### config.mk
export PLATFORM = sky130hd
export DESIGN_NAME = multi_counter
export DESIGN_NICKNAME = d
export VERILOG_FILES = /design/src/rtl/multi_counter_pkg.sv /design/src/rtl/mc_channel.sv /design/src/rtl/multi_counter.sv
export SDC_FILE = /design/constraint.sdc
export NUM_CORES = 1
export LEC_CHECK = 0
export CORE_UTILIZATION = 43
export CTS_CLUSTER_SIZE = 8
export DETAILED_ROUTE_END_ITERATION = 8
export PLACE_DENSITY = 0.84
export SLEW_MARGIN = 15
export SYNTH_ARGS = -nofsm -noshare
export SYNTH_HDL_FRONTEND = slang
export SYNTH_SLANG_ARGS = --single-unit
### constraint.sdc
create_clock -name clk -period 1.71 [get_ports clk]
set_input_delay 0.171 -clock clk [delete_from_list [all_inputs] [get_ports clk]]
set_output_delay 0.171 -clock clk [all_outputs]
set_load 0.05 [all_outputs]
### src/rtl/multi_counter_pkg.sv
// Package shared by the multi_counter slice.
//   cnt_width(modulus) : bits needed to hold a count in 0..modulus-1
//   step_t             : the kind of update a channel takes on a clock edge
package multi_counter_pkg;

    function automatic int cnt_width(input int modulus);
        return $clog2(modulus);
    endfunction

    // Step kind chosen by a channel each edge, in priority order clr > load > count > hold.
    typedef enum logic [2:0] {
        HOLD = 3'd0,
        CLR  = 3'd1,
        LOAD = 3'd2,
        UP   = 3'd3,
        DOWN = 3'd4
    } step_t;

endpackage

### src/rtl/mc_channel.sv
// One counter channel: W-bit count register, terminal-count pulse flop and
// sticky limit-event flag.
// Ports:
//   clk      rising-edge clock
//   rst      asynchronous active-low reset
//   ena_n    count enable, active-low
//   dir      1 = count up, 0 = count down
//   clr      synchronous clear (highest priority)
//   load     synchronous load of min(load_val, MODULUS-1)
//   load_val value to load
//   dout     registered count, always < MODULUS
//   tc       one-cycle pulse on the edge that performs a limit step
//   ovf      sticky flag set by a limit step, cleared only by clr or reset
//   step     the step kind being taken on the coming edge (debug visibility)
module mc_channel
    import multi_counter_pkg::*;
#(
    parameter int MODULUS = 128,
    parameter int SAT     = 0,
    parameter int W       = cnt_width(MODULUS)
) (
    input  logic         clk,
    input  logic         rst,
    input  logic         ena_n,
    input  logic         dir,
    input  logic         clr,
    input  logic         load,
    input  logic [W-1:0] load_val,
    output logic [W-1:0] dout,
    output logic         tc,
    output logic         ovf,
    output step_t        step
);

    localparam logic [W-1:0] MAX_VAL = W'(MODULUS - 1);

    logic [W-1:0] dout_nxt;
    logic         tc_nxt;
    logic         ovf_nxt;
    logic         at_limit;

    // Step selection: clr > load > count > hold.
    always_comb begin
        step = HOLD;
        if (clr) begin
            step = CLR;
        end else if (load) begin
            step = LOAD;
        end else if (!ena_n) begin
            step = dir ? UP : DOWN;
        end
    end

    // A limit event is a step taken from the top (up) or from zero (down);
    // it raises tc/ovf in both wrap and saturate modes.
    always_comb begin
        dout_nxt = dout;
        tc_nxt   = 1'b0;
        ovf_nxt  = ovf;
        at_limit = 1'b0;
        case (step)
            CLR: begin
                dout_nxt = '0;
                ovf_nxt  = 1'b0;
            end
            LOAD: begin
                dout_nxt = (load_val > MAX_VAL) ? MAX_VAL : load_val;
            end
            UP: begin
                at_limit = (dout == MAX_VAL);
                if (!at_limit) begin
                    dout_nxt = dout + W'(1);
                end else if (SAT == 0) begin
                    dout_nxt = '0;
                end
            end
            DOWN: begin
                at_limit = (dout == '0);
                if (!at_limit) begin
                    dout_nxt = dout - W'(1);
                end else if (SAT == 0) begin
                    dout_nxt = MAX_VAL;
                end
            end
            default: begin
                dout_nxt = dout;
            end
        endcase
        if (at_limit) begin
            tc_nxt  = 1'b1;
            ovf_nxt = 1'b1;
        end
    end

    always_ff @(posedge clk or negedge rst) begin
        if (!rst) begin
            dout <= '0;
            tc   <= 1'b0;
            ovf  <= 1'b0;
        end else begin
            dout <= dout_nxt;
            tc   <= tc_nxt;
            ovf  <= ovf_nxt;
        end
    end

endmodule

### src/rtl/multi_counter.sv
// Bank of NCH independent modulo-MODULUS counters.
// Ports:
//   clk       rising-edge clock
//   rst       asynchronous active-low reset (release synchronised externally)
//   ena_n     [NCH]    per-channel count enable, active-low
//   dir       [NCH]    per-channel direction, 1 = up
//   clr       [NCH]    per-channel synchronous clear
//   load      [NCH]    per-channel synchronous load
//   load_val  [NCH*W]  per-channel load value, channel i at [i*W +: W]
//   dout      [NCH*W]  per-channel count, channel i at [i*W +: W]
//   tc        [NCH]    per-channel terminal-count pulse
//   ovf       [NCH]    per-channel sticky limit flag
//   step_dbg  [NCH]    per-channel step kind for the coming edge
module multi_counter
    import multi_counter_pkg::*;
#(
    parameter int NCH     = 4,
    parameter int MODULUS = 128,
    parameter int SAT     = 0,
    localparam int W      = cnt_width(MODULUS)
) (
    input  logic             clk,
    input  logic             rst,
    input  logic [NCH-1:0]   ena_n,
    input  logic [NCH-1:0]   dir,
    input  logic [NCH-1:0]   clr,
    input  logic [NCH-1:0]   load,
    input  logic [NCH*W-1:0] load_val,
    output logic [NCH*W-1:0] dout,
    output logic [NCH-1:0]   tc,
    output logic [NCH-1:0]   ovf,
    output step_t            step_dbg [NCH]
);

    for (genvar i = 0; i < NCH; i++) begin : g_ch
        mc_channel #(
            .MODULUS (MODULUS),
            .SAT     (SAT),
            .W       (W)
        ) u_ch (
            .clk      (clk),
            .rst      (rst),
            .ena_n    (ena_n[i]),
            .dir      (dir[i]),
            .clr      (clr[i]),
            .load     (load[i]),
            .load_val (load_val[i*W +: W]),
            .dout     (dout[i*W +: W]),
            .tc       (tc[i]),
            .ovf      (ovf[i]),
            .step     (step_dbg[i])
        );
    end

endmodule

# Word level (Yosys, flattened, before mapping)
# Cells that the tools add are included.
dict set report totals {
  inputBits 46
  wordCells 104
  out_inout_bits 48
  regBits 36
}
dict set report op_classes {
  magnitude_cmp 4
  add_sub_neg 8
  reduce_logical 12
  mux 48
  eq_ne 20
}
# op count
set op_table {}
lappend op_table {{case mux 7 bit (4 select lines)} 4}
lappend op_table {{two-way mux 7 bit} 12}
lappend op_table {{two-way mux 3 bit} 16}
lappend op_table {{adder 7 x 1 -> 7 bit (second input constant)} 4}
lappend op_table {{== test 7 bit (second input constant)} 4}
lappend op_table {{greater-than comparator 7 bit (second input constant)} 4}
lappend op_table {{logical NOT 7 bit} 4}
lappend op_table {{subtractor 7 x 1 -> 7 bit (second input constant)} 4}
lappend op_table {{== test 3 x 2 -> 1 bit (second input constant)} 8}
lappend op_table {{nonzero test 4 bit} 4}
lappend op_table {{== test 3 x 1 -> 1 bit (second input constant)} 4}
lappend op_table {{== test 3 bit (second input constant)} 4}
lappend op_table {{two-way mux 1 bit} 12}
lappend op_table {{case mux 1 bit (2 select lines)} 4}
lappend op_table {{nonzero test 2 bit} 4}

# Logic depth before layout (Yosys ltp)
dict set report logic_depth {
  ltp_word 7
  depth_mapped 6
}

# Hierarchy
# Synthesis repeated with hierarchy kept, for this count alone.
dict set report hier_totals {
  cells_unflattened 384
  area_unflattened_um2 3168.0
}
# module n_inst area_each_um2 seq_area_each_um2 cells_per_inst
set modules_own_cells {}
lappend modules_own_cells {mc_channel 4 792.0 225.2 96}

# Worst setup path after synthesis
# OpenSTA, ideal clock, no wires.
dict set report synth_path {
  path_kind {register to register}
  start {reg g_ch[0].u_ch.dout[3]}
  end {reg g_ch[0].u_ch.dout[0]}
  setup_slack_ps -443
  t_required_ps 1636
  arrival_time_ps 2079
  path_stages_with_launch 6
  cell_sequence {dfrtp_1 > buf_4 > or3_2 > or4_4 > a22o_1 > o21ai_2}
}
dict set report synth_between {
  elab_chain_len 3
}
# element line
set synth_rtl {}
lappend synth_rtl {{start: declaration} mc_channel.sv:29} ;# output logic [W-1:0] dout,
lappend synth_rtl {{start signal: assignment} mc_channel.sv:101} ;# dout <= dout_nxt;
lappend synth_rtl {{== test 7 bit or logical NOT 7 bit (tied branches)} {mc_channel.sv:70, mc_channel.sv:78}}
lappend synth_rtl {{two-way mux 7 bit, on equally long branches} {mc_channel.sv:71, mc_channel.sv:79}}
lappend synth_rtl {{case mux 7 bit (4 select lines) *} mc_channel.sv:61} ;# case (step)
# Every way passes the cells marked *; elsewhere a longest branch is shown, timed or not.
# A chain may end at the register's enable or synchronous reset.

# Worst setup path in the final report
dict set report layout_path {
  start {in dir[0]}
  end {reg g_ch[0].u_ch.dout[0]}
}
dict set report layout_between {
  elab_chain_len 6
}
# element line
set layout_rtl {}
lappend layout_rtl {{start: declaration} multi_counter.sv:25} ;# input logic [NCH-1:0] dir,
lappend layout_rtl {{two-way mux 3 bit *} mc_channel.sv:50} ;# step = dir ? UP : DOWN;
lappend layout_rtl {{two-way mux 3 bit *} mc_channel.sv:49} ;# end else if (!ena_n) begin
lappend layout_rtl {{two-way mux 3 bit *} mc_channel.sv:47} ;# end else if (load) begin
lappend layout_rtl {{two-way mux 3 bit *} mc_channel.sv:45} ;# if (clr) begin
lappend layout_rtl {{== test 3 bit, or another cell as far along} mc_channel.sv:61}
lappend layout_rtl {{case mux 7 bit (4 select lines) or nonzero test 4 bit (tied branches)} --}
# Marked as above.

==> metrics.yaml <==
route:
  post_drt_wl_per_cell_um: 16.2
  ant_nets: 0
  drc_errors: 0
  drtIter0Drc: 147
  routed_via_density: 5.79
  drt_first_pass_iters: 4
  totalWireLength_mm: 9.62
  num_vias: 3435
place:
  placed_cell_area_um2: 4520
  gp_congestion: 0.967
  hpwl_mm: 7.10
  dp.cells: 577
  io_buffers: 93
sta:
  setup_viol: 1
  tightest_slew_ns: 0.504
  rsz0062_at_grt: "true"
  layout_setup_ws_ns: -0.0193
  slew_headroom: 0.663
  max_freq_mhz: 578
  skew_ns: 0.00151
  maxSlewViolCount: 0
  fin_crit_ns: 1.73
  hold_violations: 0
  fin_crit_sh: 1.01
critical_path:
  crit_arrival_ns: 1.93
  critPathLaunchType: "input pin"
  worst_path_most_repeated_cell: "or4_4"
  r2r_cells: 6
  path_class: "in -> reg"
  r2r-end: "g_ch[0].u_ch.dout[0]$_DFFE_PN0P_"
  critPathCaptureType: "flop"
  crit_required_ns: 1.91
  max_stage_delay_ns: 0.54
  path_cells: "clkdlybuf4s50_1, or4_4, or4_4, a22o_1, o21ai_2"
  regToRegSetupSlack_ns: 0
  path_max_fanout: 2
  crit_slowest_cell: "or4_4"
  crit-reg2reg-launch: "g_ch[0].u_ch.dout[0]$_DFFE_PN0P_"
outcome:
  status: "finished with violations"
  violations: "negative setup slack"
floorplanning:
  row_count: 30
  pin_count: 94
  die-width_um: 86.2
  core_area_um2: 6830
  start_util: 0.447
  die_h_um: 86.2
  die_area_um2: 7440
synth:
  synth-seq-cells: 36
  netlist_instances: 366
  syn_area_um2: 3050
  synth_edf_count: 0
  synthFlopType: "dfrtp_1"
  avgSynthCellArea_um2: 8.34
  synthArstFlopShare: 1.00
  yosysUniqueCellTypes: 65
  ys_seq_area_frac: 0.295
  syn_nets: 424
  ys_warn_count: 0
finish:
  final_cell_area_um2: 4740
  drive_gt1_frac: 0.368
  syn2layout_area_growth_pct: 55.4
  nets: 554
  fin_cells: 593
  diodes: 0
  mostFrequentLayoutCell: "buf_4"
  final.fill_count: 585
  most-common-layout-cells: "89 x buf_4, 46 x clkdlybuf4s50_1, 23 x nand2_1"
  fin_util: 0.694
global_route:
  grt_antenna_before_repair: 0
  grt_pass1_wl_mm: 15.2
  grt_start_max_net_pins: 37
  grt_pass1_vias: 3208
  grtUsageTotal: 0.254
  gr-total-overflow: 0
clocking:
  cts_sinks: 36
  clk_pin_slew_ns: 0.07
  clk_latency_ns: 0.27
  cts_tree: "built"
  cts_made_buffers: 5
  htreeDepth: 2
  cts_buffer_depth: 2
  root_buffer: "clkbuf_8"
worst_hold_path:
  min_to: "g_ch[3].u_ch.dout[2]$_DFFE_PN0P_"
  min_path_type: "in -> reg"
  min_path_cells: 3
  hp-start: "load[3]"
power_and_ir_drop:
  vdd_drop_max_v: 0.000744
  power.total_mw: 3.68
  powerDensity_nw_per_um2: 776
  leakage_nw: 2.10
flow_run:
  drv_cap: 0
per-stage QoR:
| step | setup TNS, ns | hold slack (ns) | worst slack, ns |
|---|---|---|---|
| CTS | -0.0148 | 0.434 | -0.0148 |
| global route | -0.0850 | 0.381 | -0.0519 |
| detailed placement | -2.88 | 0.269 | -0.307 |
| finish | -0.0193 | 0.334 | -0.0193 |
| global placement | -2.16 | 0.262 | -0.292 |
| floorplan | -0.399 | -0.125 | -0.145 |
per-layer routing:
| layer | vias to the layer above | wire length, um | global-route usage | share of wire |
|---|---|---|---|---|
| met2 | 152 | 4980 | 0.453 | 0.52 |
| met3 | 17 | 585 | 0.0314 | 0.061 |
| met1 | 1652 | 3930 | 0.318 | 0.41 |
| met5 | - | 0 | 0 | 0 |
| li1 | 1614 | - | - | - |
| met4 | 0 | 127 | 0.0788 | 0.013 |
worst max-delay path by stage:
stage                                           from                                to  depth (start not counted)
floorplan           g_ch[0].u_ch.dout[0]$_DFFE_PN0P_  g_ch[0].u_ch.dout[0]$_DFFE_PN0P_                          6
global placement                              dir[0]  g_ch[0].u_ch.dout[0]$_DFFE_PN0P_                          5
detailed placement                            dir[0]  g_ch[0].u_ch.dout[0]$_DFFE_PN0P_                          5
CTS                                           dir[0]  g_ch[0].u_ch.dout[0]$_DFFE_PN0P_                          5
global route        g_ch[0].u_ch.dout[0]$_DFFE_PN0P_  g_ch[0].u_ch.dout[0]$_DFFE_PN0P_                          6
finish                                        dir[0]  g_ch[0].u_ch.dout[0]$_DFFE_PN0P_                          5
cells in the mapped netlist (all sizes together) (11+ instances only):
| library cell | number | share of area |
|---|---|---|
| o21ai | 21 | 0.036 |
| buf | 14 | 0.036 |
| inv | 24 | 0.030 |
| xnor2 | 11 | 0.032 |
| clkbuf | 18 | 0.026 |
| a21oi | 22 | 0.036 |
| dfrtp | 36 | 0.30 |
| xor2 | 14 | 0.040 |
| nand3 | 20 | 0.033 |
| nor2 | 14 | 0.017 |
| nor3 | 11 | 0.018 |
| ha | 12 | 0.049 |
| nand2 | 23 | 0.028 |
worst max-delay path, delay by kind of cell:
kind / cells / cell delay, ns
simple gates: 2 / 1.07
buf+inv: 1 / 0.41
compound gates: 2 / 0.28
state kept, by name, indices dropped and copies added (netlist names):
signal and cells:
g_ch.u_ch.tc 4, g_ch.u_ch.ovf 4, g_ch.u_ch.dout 28
what timing repair did:
item	in CTS	in global routing
hold endpoints to repair	36	0
hold buffers	1	0
pin swaps	1	4
gates resized for setup	9	17
setup buffers	2	5
setup endpoints to repair	7	19
cell families (layout without fill, tap and decap cells):
kind of cell	after synthesis	in the layout	synth area share
AOI/OAI and AO/OA	115	115	0.263
xor gates and xnor gates	25	25	0.0718
buffers and inverters	56	187	0.0910
DFF	36	36	0.295
adders and majority gates	12	12	0.0492
and+or+nand+nor	122	122	0.230
layout make-up:
type	instances	area, um2	area share
flip-flops and latches	36	927	0.196
well taps	96	120	0.0253
multi-input cells	274	2060	0.434
inverters	24	104	0.0219
repair buffers	155	1450	0.307
clock buffers	8	80.1	0.0169
where the power goes:
group	internal, mW	total [mW]	leakage [nW]	switching (mW)
sequential	0.957	1.13	0.446	0.177
combinational	0.867	1.94	1.61	1.07
clock	0.291	0.604	0.0395	0.314
No activity file was read; power rests on OpenSTA's default activity.
